## src/rtl/proc_pkg.sv

```systemverilog
// Shared definitions for the processor sequencing controller:
// instruction format, opcodes and controller states.
package proc_pkg;

    localparam int IR_W   = 9;
    localparam int N_REGS = 8;

    // R7 doubles as the program counter; writing it is a jump.
    localparam logic [2:0] PC_IDX = 3'd7;

    typedef enum logic [2:0] {
        OP_MV   = 3'b000,
        OP_MVI  = 3'b001,
        OP_ADD  = 3'b010,
        OP_SUB  = 3'b011,
        OP_LD   = 3'b100,
        OP_ST   = 3'b101,
        OP_MVNZ = 3'b110,
        OP_NOP  = 3'b111
    } opcode_e;

    typedef enum logic [1:0] {
        T0 = 2'd0,
        T1 = 2'd1,
        T2 = 2'd2,
        T3 = 2'd3
    } state_e;

endpackage

```

## src/rtl/dec3to8.sv

```systemverilog
// 3-to-8 one-hot decoder with enable; all outputs low when disabled.
module dec3to8 (
    input  logic [2:0] i_w,
    input  logic       i_en,
    output logic [7:0] o_y
);

    // NOTE: assigning a default before any conditional write keeps always_comb free of inferred latches.
    always_comb begin
        o_y = '0;
        if (i_en) begin
            o_y[i_w] = 1'b1;
        end
    end

endmodule

```

## src/rtl/proc_control.sv

```systemverilog
// Multi-cycle sequencing FSM for the 16-bit processor datapath. The state
// register is the only storage; every control output is decoded from it and IR.
module proc_control
    import proc_pkg::*;
(
    input  logic              Clock,
    input  logic              Reset,
    input  logic              Run,
    input  logic [IR_W-1:0]   IR,
    input  logic              Gnz,
    output logic [N_REGS-1:0] Rin,
    output logic [N_REGS-1:0] Rout,
    output logic              IRin,
    output logic              Ain,
    output logic              Gin,
    output logic              Gout,
    output logic              DINout,
    output logic              AddSub,
    output logic              ADDRin,
    output logic              DOUTin,
    output logic              W_D,
    output logic              Done,
    output logic              EnableI
);

    state_e     r_state;
    state_e     w_next_state;
    opcode_e    w_op;
    logic [2:0] w_x;
    logic [2:0] w_y;
    logic [2:0] w_rout_idx;
    logic       w_rin_en;
    logic       w_rout_en;
    logic       w_rout_x;
    logic       w_retire;

    assign w_op       = opcode_e'(IR[8:6]);
    assign w_x        = IR[5:3];
    assign w_y        = IR[2:0];
    assign w_rout_idx = w_rout_x ? w_x : w_y;

    // NOTE: sequential state uses non-blocking assignments so every flop samples pre-edge values.
    always_ff @(posedge Clock) begin
        if (Reset) begin
            r_state <= T0;
        end else begin
            r_state <= w_next_state;
        end
    end

    always_comb begin
        w_next_state = r_state;
        w_rin_en     = 1'b0;
        w_rout_en    = 1'b0;
        w_rout_x     = 1'b0;
        w_retire     = 1'b0;
        IRin         = 1'b0;
        Ain          = 1'b0;
        Gin          = 1'b0;
        Gout         = 1'b0;
        DINout       = 1'b0;
        AddSub       = 1'b0;
        ADDRin       = 1'b0;
        DOUTin       = 1'b0;
        W_D          = 1'b0;
        EnableI      = 1'b0;

        case (r_state)
            T0: begin
                IRin = Run;
                if (Run) begin
                    w_next_state = T1;
                end
            end
            T1: begin
                w_next_state = T2;
                case (w_op)
                    OP_MV: begin
                        w_rout_en    = 1'b1;
                        w_rin_en     = 1'b1;
                        w_retire     = 1'b1;
                        w_next_state = T0;
                    end
                    OP_MVI: EnableI = 1'b1;
                    OP_ADD, OP_SUB: begin
                        w_rout_en = 1'b1;
                        w_rout_x  = 1'b1;
                        Ain       = 1'b1;
                    end
                    OP_LD, OP_ST: begin
                        w_rout_en = 1'b1;
                        ADDRin    = 1'b1;
                    end
                    OP_MVNZ: begin
                        w_rout_en    = Gnz;
                        w_rin_en     = Gnz;
                        w_retire     = 1'b1;
                        w_next_state = T0;
                    end
                    OP_NOP: begin
                        w_retire     = 1'b1;
                        w_next_state = T0;
                    end
                endcase
            end
            T2: begin
                w_next_state = T3;
                case (w_op)
                    OP_ADD, OP_SUB: begin
                        w_rout_en = 1'b1;
                        Gin       = 1'b1;
                        AddSub    = IR[6];
                    end
                    OP_ST: begin
                        w_rout_en    = 1'b1;
                        w_rout_x     = 1'b1;
                        DOUTin       = 1'b1;
                        W_D          = 1'b1;
                        w_retire     = 1'b1;
                        w_next_state = T0;
                    end
                    OP_MVI, OP_LD: w_next_state = T3;
                    default:       w_next_state = T0;
                endcase
            end
            T3: begin
                w_next_state = T0;
                case (w_op)
                    OP_MVI, OP_LD: begin
                        DINout   = 1'b1;
                        w_rin_en = 1'b1;
                        w_retire = 1'b1;
                    end
                    OP_ADD, OP_SUB: begin
                        Gout     = 1'b1;
                        w_rin_en = 1'b1;
                        w_retire = 1'b1;
                    end
                    default: w_next_state = T0;
                endcase
            end
            default: w_next_state = T0;
        endcase

        // Reset silences every strobe, including the fetch strobe in T0.
        if (Reset) begin
            w_rin_en  = 1'b0;
            w_rout_en = 1'b0;
            w_retire  = 1'b0;
            IRin      = 1'b0;
            Ain       = 1'b0;
            Gin       = 1'b0;
            Gout      = 1'b0;
            DINout    = 1'b0;
            AddSub    = 1'b0;
            ADDRin    = 1'b0;
            DOUTin    = 1'b0;
            W_D       = 1'b0;
            EnableI   = 1'b0;
        end
    end

    // A write to the PC is a jump, so the retire must not also increment it.
    assign Done = w_retire && !(w_rin_en && (w_x == PC_IDX));

    dec3to8 u_dec_rin (
        .i_w  (w_x),
        .i_en (w_rin_en),
        .o_y  (Rin)
    );

    dec3to8 u_dec_rout (
        .i_w  (w_rout_idx),
        .i_en (w_rout_en),
        .o_y  (Rout)
    );

endmodule

```

## config.mk

```make
export PLATFORM = sky130hd
export DESIGN_NAME = proc_control
export DESIGN_NICKNAME = d
export VERILOG_FILES = /design/src/rtl/proc_pkg.sv /design/src/rtl/dec3to8.sv /design/src/rtl/proc_control.sv
export SDC_FILE = /design/constraint.sdc
export NUM_CORES = 1
export LEC_CHECK = 0
export BUFFER_PORTS_ARGS = -buffer_cell sky130_fd_sc_hd__buf_2
export CAP_MARGIN = 10
export CORE_UTILIZATION = 33
export DETAILED_ROUTE_END_ITERATION = 10
export PLACE_DENSITY = 0.73
export RECOVER_POWER = 50
export SLEW_MARGIN = 20
export SYNTH_ARGS = -nofsm -noshare
export SYNTH_HDL_FRONTEND = slang
export SYNTH_SLANG_ARGS = --single-unit
```

## constraint.sdc

```tcl
create_clock -name Clock -period 4.79 [get_ports Clock]
set_input_delay 0.479 -clock Clock [delete_from_list [all_inputs] [get_ports Clock]]
set_output_delay 0.479 -clock Clock [all_outputs]
set_load 0.03 [all_outputs]
```

==> results of run 1 <==
power breakdown:
group	switching [mW]	leakage, nW	internal [mW]
sequential	0.00133	0.0165	0.0182
combinational	0.0390	0.374	0.0238
clock	0.00942	0.0138	0.0276
total	0.0497	0.404	0.0697
kinds of logic after synthesis:
logic type               after synthesis  synth area share, %
XOR/XNOR                               1                1.235
multiplexers                           4                6.525
AND/OR/NAND/NOR                       57                46.03
buffers and inverters                 10                9.346
flip-flops                             2                5.644
adder cells (fa/ha/maj)                5                8.818
AO/OA/AOI/OAI                         21                22.40
synth_stat cells (2+ instances only):
cell	count	area, sq um
a2111oi_0	2	17.52
nor3_1	12	60.06
ha_1	5	62.56
a21oi_1	2	10.01
nand2b_1	5	31.28
nand2_1	6	22.52
nor2_1	18	67.56
o21ai_1	2	10.01
nor2b_1	2	12.51
o221a_1	2	22.52
mux2i_1	2	20.02
dfxtp_1	2	40.04
inv_1	4	15.01
buf_6	3	33.78
nand3b_1	2	15.01
a211oi_1	4	30.03
or2b_1	2	15.01
final cells by class:
type                            count  area share, %
Multi-Input combinational cell     88          67.41
Tap cell                           27          3.776
Sequential cell                     2          4.476
Inverter                            4          1.678
Clock buffer                        3          2.517
Timing Repair Buffer               39          20.14
cells in the final DEF, fill, tap and decap left out, drive strengths merged, types with 2 or more instances in the layout:
cell and n:
buf 27, nor2 18, clkbuf 15, nor3 13
nand2b 7, nand2 6, ha 5, inv 4
a211oi 4, o21ai 3, or2b 2, nand3b 2
a21oi 2, o221a 2, mux2i 2, a2111oi 2
nor2b 2, dfxtp 2, or2 2, mux2 2
metal layers:
layer	up-vias	part of all wire, %	track usage [%]
met4	0	0	6.373
met3	0	6.8	2.830
met2	34	47	28.87
met5	-	0	0
li1	434	-	-
met1	349	46	19.20
stage by stage:
| stage | power (mW) | std cells | hold WS (ps) | cell area, sq um | worst slack [ps] |
|---|---|---|---|---|---|
| 6_report | 0.1194 | 163 | 494.3 | 894.6 | 2094 |
| 5_1_grt | 0.1292 | 163 | 543.6 | 894.6 | 1967 |
| 3_5_place_dp | 0.08214 | 160 | 496.7 | 887.1 | 2386 |
| 2_1_floorplan | 0.06764 | 100 | 464.8 | 709.4 | 2278 |
| 3_3_place_gp | 0.08027 | 160 | 483.7 | 887.1 | 2388 |
| 4_1_cts | 0.1226 | 163 | 500.7 | 909.6 | 2138 |
worst max-delay path, delay by kind of cell, from the launching register on:
kind / cells / cell delay, ps
AO/OA/AOI/OAI: 3 / 850
adder cells (fa/ha/maj): 1 / 340
buffers and inverters: 2 / 300
flip-flops: 1 / 320
AND/OR/NAND/NOR: 1 / 190
worst max path at each step:
stage                    to  slack [ps]  cells past startpoint
detailed placement     Done        2390                      7
finish                 Done        2090                      7
global route           Done        1970                      7
floorplan           Rout[4]        2280                      7
global placement       Done        2390                      7
CTS                    Done        2140                      7
==> impl_metrics.py, run 1 <==
metrics = {
    "floorplan": {
        "die_y_microns": 48.37,
        "start_util_pct": 35.80,
        "pin_count": 40,
        "core-area_sq_mm": 0.001982,
        "die_x_microns": 48.37,
        "placementRows": 16,
        "dieArea_sq_mm": 0.002339,
    },
    "clock_tree": {
        "clock-sinks": 2,
        "cts_buffers": 3,
        "cts_buffer_depth": 2,
        "clk_pin_slew_ps": 30,
        "holdBufCountCts": 0,
        "cts.repair.resized": 0,
        "cts_tree": "yes",
        "htree_levels": 1,
        "cts_root_buf": "clkbuf_4",
        "insertion_delay_ps": 220,
        "post_cts_buffers": 0,
    },
    "setup_path": {
        "path_max_fanout": 9,
        "critPathLaunch": "r_state[1]",
        "cp_data_required_time_ps": 4310,
        "slowest_stage": "a2111oi_0",
        "slowest_delay_ps": 520,
        "r2r_start": "r_state[1]",
        "cp_data_arrival_time_ps": 2220,
        "crit_top_cell": "a2111oi_0",
        "rr_worst_depth": 6,
        "timing.rr.end": "r_state[1]",
        "path_cells": "inv_1 -> ha_1 -> and2b_2 -> a2111oi_0 -> a2111oi_0 -> o221a_1 -> buf_2",
        "start_kind": "flip-flop",
        "cp-end-kind": "output pin",
        "rrSetupSlack_ps": 3450,
        "path_class": "reg -> out",
    },
    "sta": {
        "setup_viol": 0,
        "clock_skew_ps": 1.398,
        "slew_headroom_pct": 65.09,
        "fin_crit_ps": 2696,
        "fmax_mhz": 370.9,
        "slew_viol_final": 0,
        "rsz0062_at_grt": "false",
        "post-route-period-util_pct": 56.29,
        "worst_pin_slew_ps": 518.1,
        "hold_viol_final": 0,
        "tns_ps": 0,
    },
    "layout": {
        "fillCellCount": 230,
        "drive_gt1_share_pct": 30.15,
        "area_delta_synth_final_pct": 26.10,
        "multiInputGateArea_sq_um": 603.1,
        "utilization_pct": 45.14,
        "largest_reg_flops": 2,
        "top_register": "r_state",
        "antenna_cells": 0,
        "seq_area_sq_um": 40.04,
        "reg_top3": "r_state x2",
        "nets": 156,
    },
    "drt": {
        "drt_iter0_drc": 11,
        "routed_via_density": 5.012,
        "wl_per_cell_microns": 11.61,
        "vias": 817,
        "wl_microns": 1893,
        "drt_first_pass_iters": 4,
        "route.detailed.drc": 0,
        "ant_nets": 0,
    },
    "power": {
        "power_leakage_nw": 0.4038,
        "ir_worst_vdd_uv": 142.9,
        "p_per_area_mw_per_mm2": 133.5,
    },
    "synth": {
        "syn_inst": 100,
        "synthesis.nets": 118,
        "synth_edf_count": 0,
        "synthFlopType": "dfxtp_1",
        "syn_avg_cell_area_sq_um": 7.094,
        "yosys.cell_types.count": 42,
        "async_reset_ff_share_pct": 0,
        "yosysWarnings": 0,
        "synth_seq_cells": 2,
        "yosysSeqAreaShare_pct": 5.644,
        "syn_area_sq_um": 709.4,
    },
    "worst_hold_path": {
        "holdPathStages": 2,
        "min-delay-start": "r_state[1]",
        "hold_end": "r_state[1]",
        "hold_class": "reg -> reg",
    },
    "run_status": {
        "status": "completed",
    },
    "placement": {
        "hpwl_microns": 1498,
        "gp_congestion": 0.7962,
        "portBuffers": 39,
    },
    "global_routing": {
        "grt_overflow": 0,
        "grt_usage_pct": 16.23,
        "antenna_found_initial": 0,
        "grt_max_degree": 16,
        "grt_pass1_wl_microns": 3063,
        "grt_pass1_vias": 741,
    },
    "flow_run": {
        "cap_violations": 0,
    },
}
Note: power is estimated with default switching activity, not from simulation.
==> run 2, diff against run 1 <==
Clock period 4.79 ns to 2.8 ns, I/O delays scaled along.
==> impl_metrics.py, run 2 (same netlist as run 1, synthesis figures left out) <==
metrics = {
    "global_routing": {
        "antenna_found_initial": 0,
        "grt_max_degree": 16,
        "grt_pass1_wl_microns": 2980,
        "grt_overflow": 0,
        "grt_usage_pct": 15.63,
        "grt_pass1_vias": 712,
    },
    "sta": {
        "fmax_mhz": 412.0,
        "post-route-period-util_pct": 86.69,
        "tns_ps": 0,
        "worst_pin_slew_ps": 492.7,
        "rsz0062_at_grt": "false",
        "setup_viol": 0,
        "hold_viol_final": 0,
        "clock_skew_ps": 0.1774,
        "slew_viol_final": 0,
        "fin_ws_ps": 372.8,
        "slew_headroom_pct": 66.81,
        "fin_crit_ps": 2427,
    },
    "drt": {
        "drt_first_pass_iters": 5,
        "wl_microns": 1845,
        "route.detailed.drc": 0,
        "routed_via_density": 4.951,
        "vias": 807,
        "drt_iter0_drc": 4,
        "ant_nets": 0,
        "wl_per_cell_microns": 11.32,
    },
    "layout": {
        "top_register": "r_state",
        "layout_common_cells": "28 x buf_2, 18 x nor2_1, 12 x nor3_1",
        "drive_gt1_share_pct": 30.88,
        "stdcell_count": 163,
        "antenna_cells": 0,
        "reg_top3": "r_state x2",
        "area_delta_synth_final_pct": 26.28,
        "fillCellCount": 221,
        "largest_reg_flops": 2,
        "nets": 156,
        "final_common_cell": "buf_2",
    },
    "clock_tree": {
        "cts_tree": "yes",
        "cts_root_buf": "clkbuf_4",
        "clock-sinks": 2,
        "insertion_delay_ps": 220,
        "htree_levels": 1,
        "clk_pin_slew_ps": 30,
        "holdBufCountCts": 0,
        "cts_buffers": 3,
        "cts_buffer_depth": 2,
        "cts.repair.resized": 0,
        "post_cts_buffers": 0,
    },
    "power": {
        "power_leakage_nw": 0.4065,
        "ir_worst_vdd_uv": 180.9,
        "p_per_area_mw_per_mm2": 227.5,
    },
    "setup_path": {
        "cp_data_arrival_time_ps": 2150,
        "rrSetupSlack_ps": 1480,
        "path_max_fanout": 9,
        "cp-end-kind": "output pin",
        "cp_data_required_time_ps": 2520,
        "path_class": "reg -> out",
        "start_kind": "flip-flop",
    },
    "floorplan": {
        "placementRows": 16,
        "core-area_sq_mm": 0.001982,
        "start_util_pct": 35.80,
        "die_y_microns": 48.37,
        "dieArea_sq_mm": 0.002339,
        "pin_count": 40,
        "die_x_microns": 48.37,
    },
    "placement": {
        "pre_cts_ws_ps": 631.0,
        "portBuffers": 39,
        "hpwl_microns": 1480,
        "gp_congestion": 0.8212,
        "dp_cells": 160,
    },
    "worst_hold_path": {
        "hold_class": "in -> reg",
    },
    "flow_run": {
        "cap_violations": 0,
    },
    "run_status": {
        "status": "completed",
    },
}
-- run 2: stage by stage --
step / total power [mW] / cell area [sq um] / utilization [%] / hold WS (ps)
3_5_place_dp: 0.1398 / 887.1 / 44.76 / 491.6
6_report: 0.2039 / 895.9 / 45.20 / 335.8
4_1_cts: 0.2093 / 909.6 / 45.90 / 332.8
2_1_floorplan: 0.1157 / 709.4 / - / 464.8
5_1_grt: 0.2218 / 895.9 / 45.20 / 353.4
3_3_place_gp: 0.1375 / 887.1 / 44.76 / 476.3
-- run 2: power breakdown --
part	total, mW	switching, mW	internal, mW
clock	0.0640	0.0167	0.0473
combinational	0.107	0.0657	0.0409
sequential	0.0333	0.00206	0.0312
-- run 2: worst paths after layout --
path,cells past startpoint,end,start
hold / removal,2,r_state[1],Reset
setup / recovery,7,Done,r_state[1]
setup reg to reg,6,r_state[1],r_state[0]
hold reg to reg,2,r_state[1],r_state[1]
-- run 2: worst max-delay path, cell delays in order (launching register included) --
cell and delay [ps]:
dfxtp_1 320, inv_1 100, ha_1 340, nand2b_1 160, a211oi_1 280, o21ai_0 250
o221a_1 290, buf_2 180
-- run 2: area by class of cell --
cell class / count / area (sq um) / area share [%]
Tap cell: 27 / 33.78 / 3.771
Inverter: 4 / 15.01 / 1.676
Sequential cell: 2 / 40.04 / 4.469
Multi-Input combinational cell: 88 / 603.1 / 67.32
Timing Repair Buffer: 39 / 181.4 / 20.25
Clock buffer: 3 / 22.52 / 2.514
-- run 2: routing by layer --
layer  global-route usage, %  routed length (microns)
met5                       0                        0
met4                   4.412                        0
met3                   1.887                      106
met2                   28.40                      874
met1                   19.20                      864
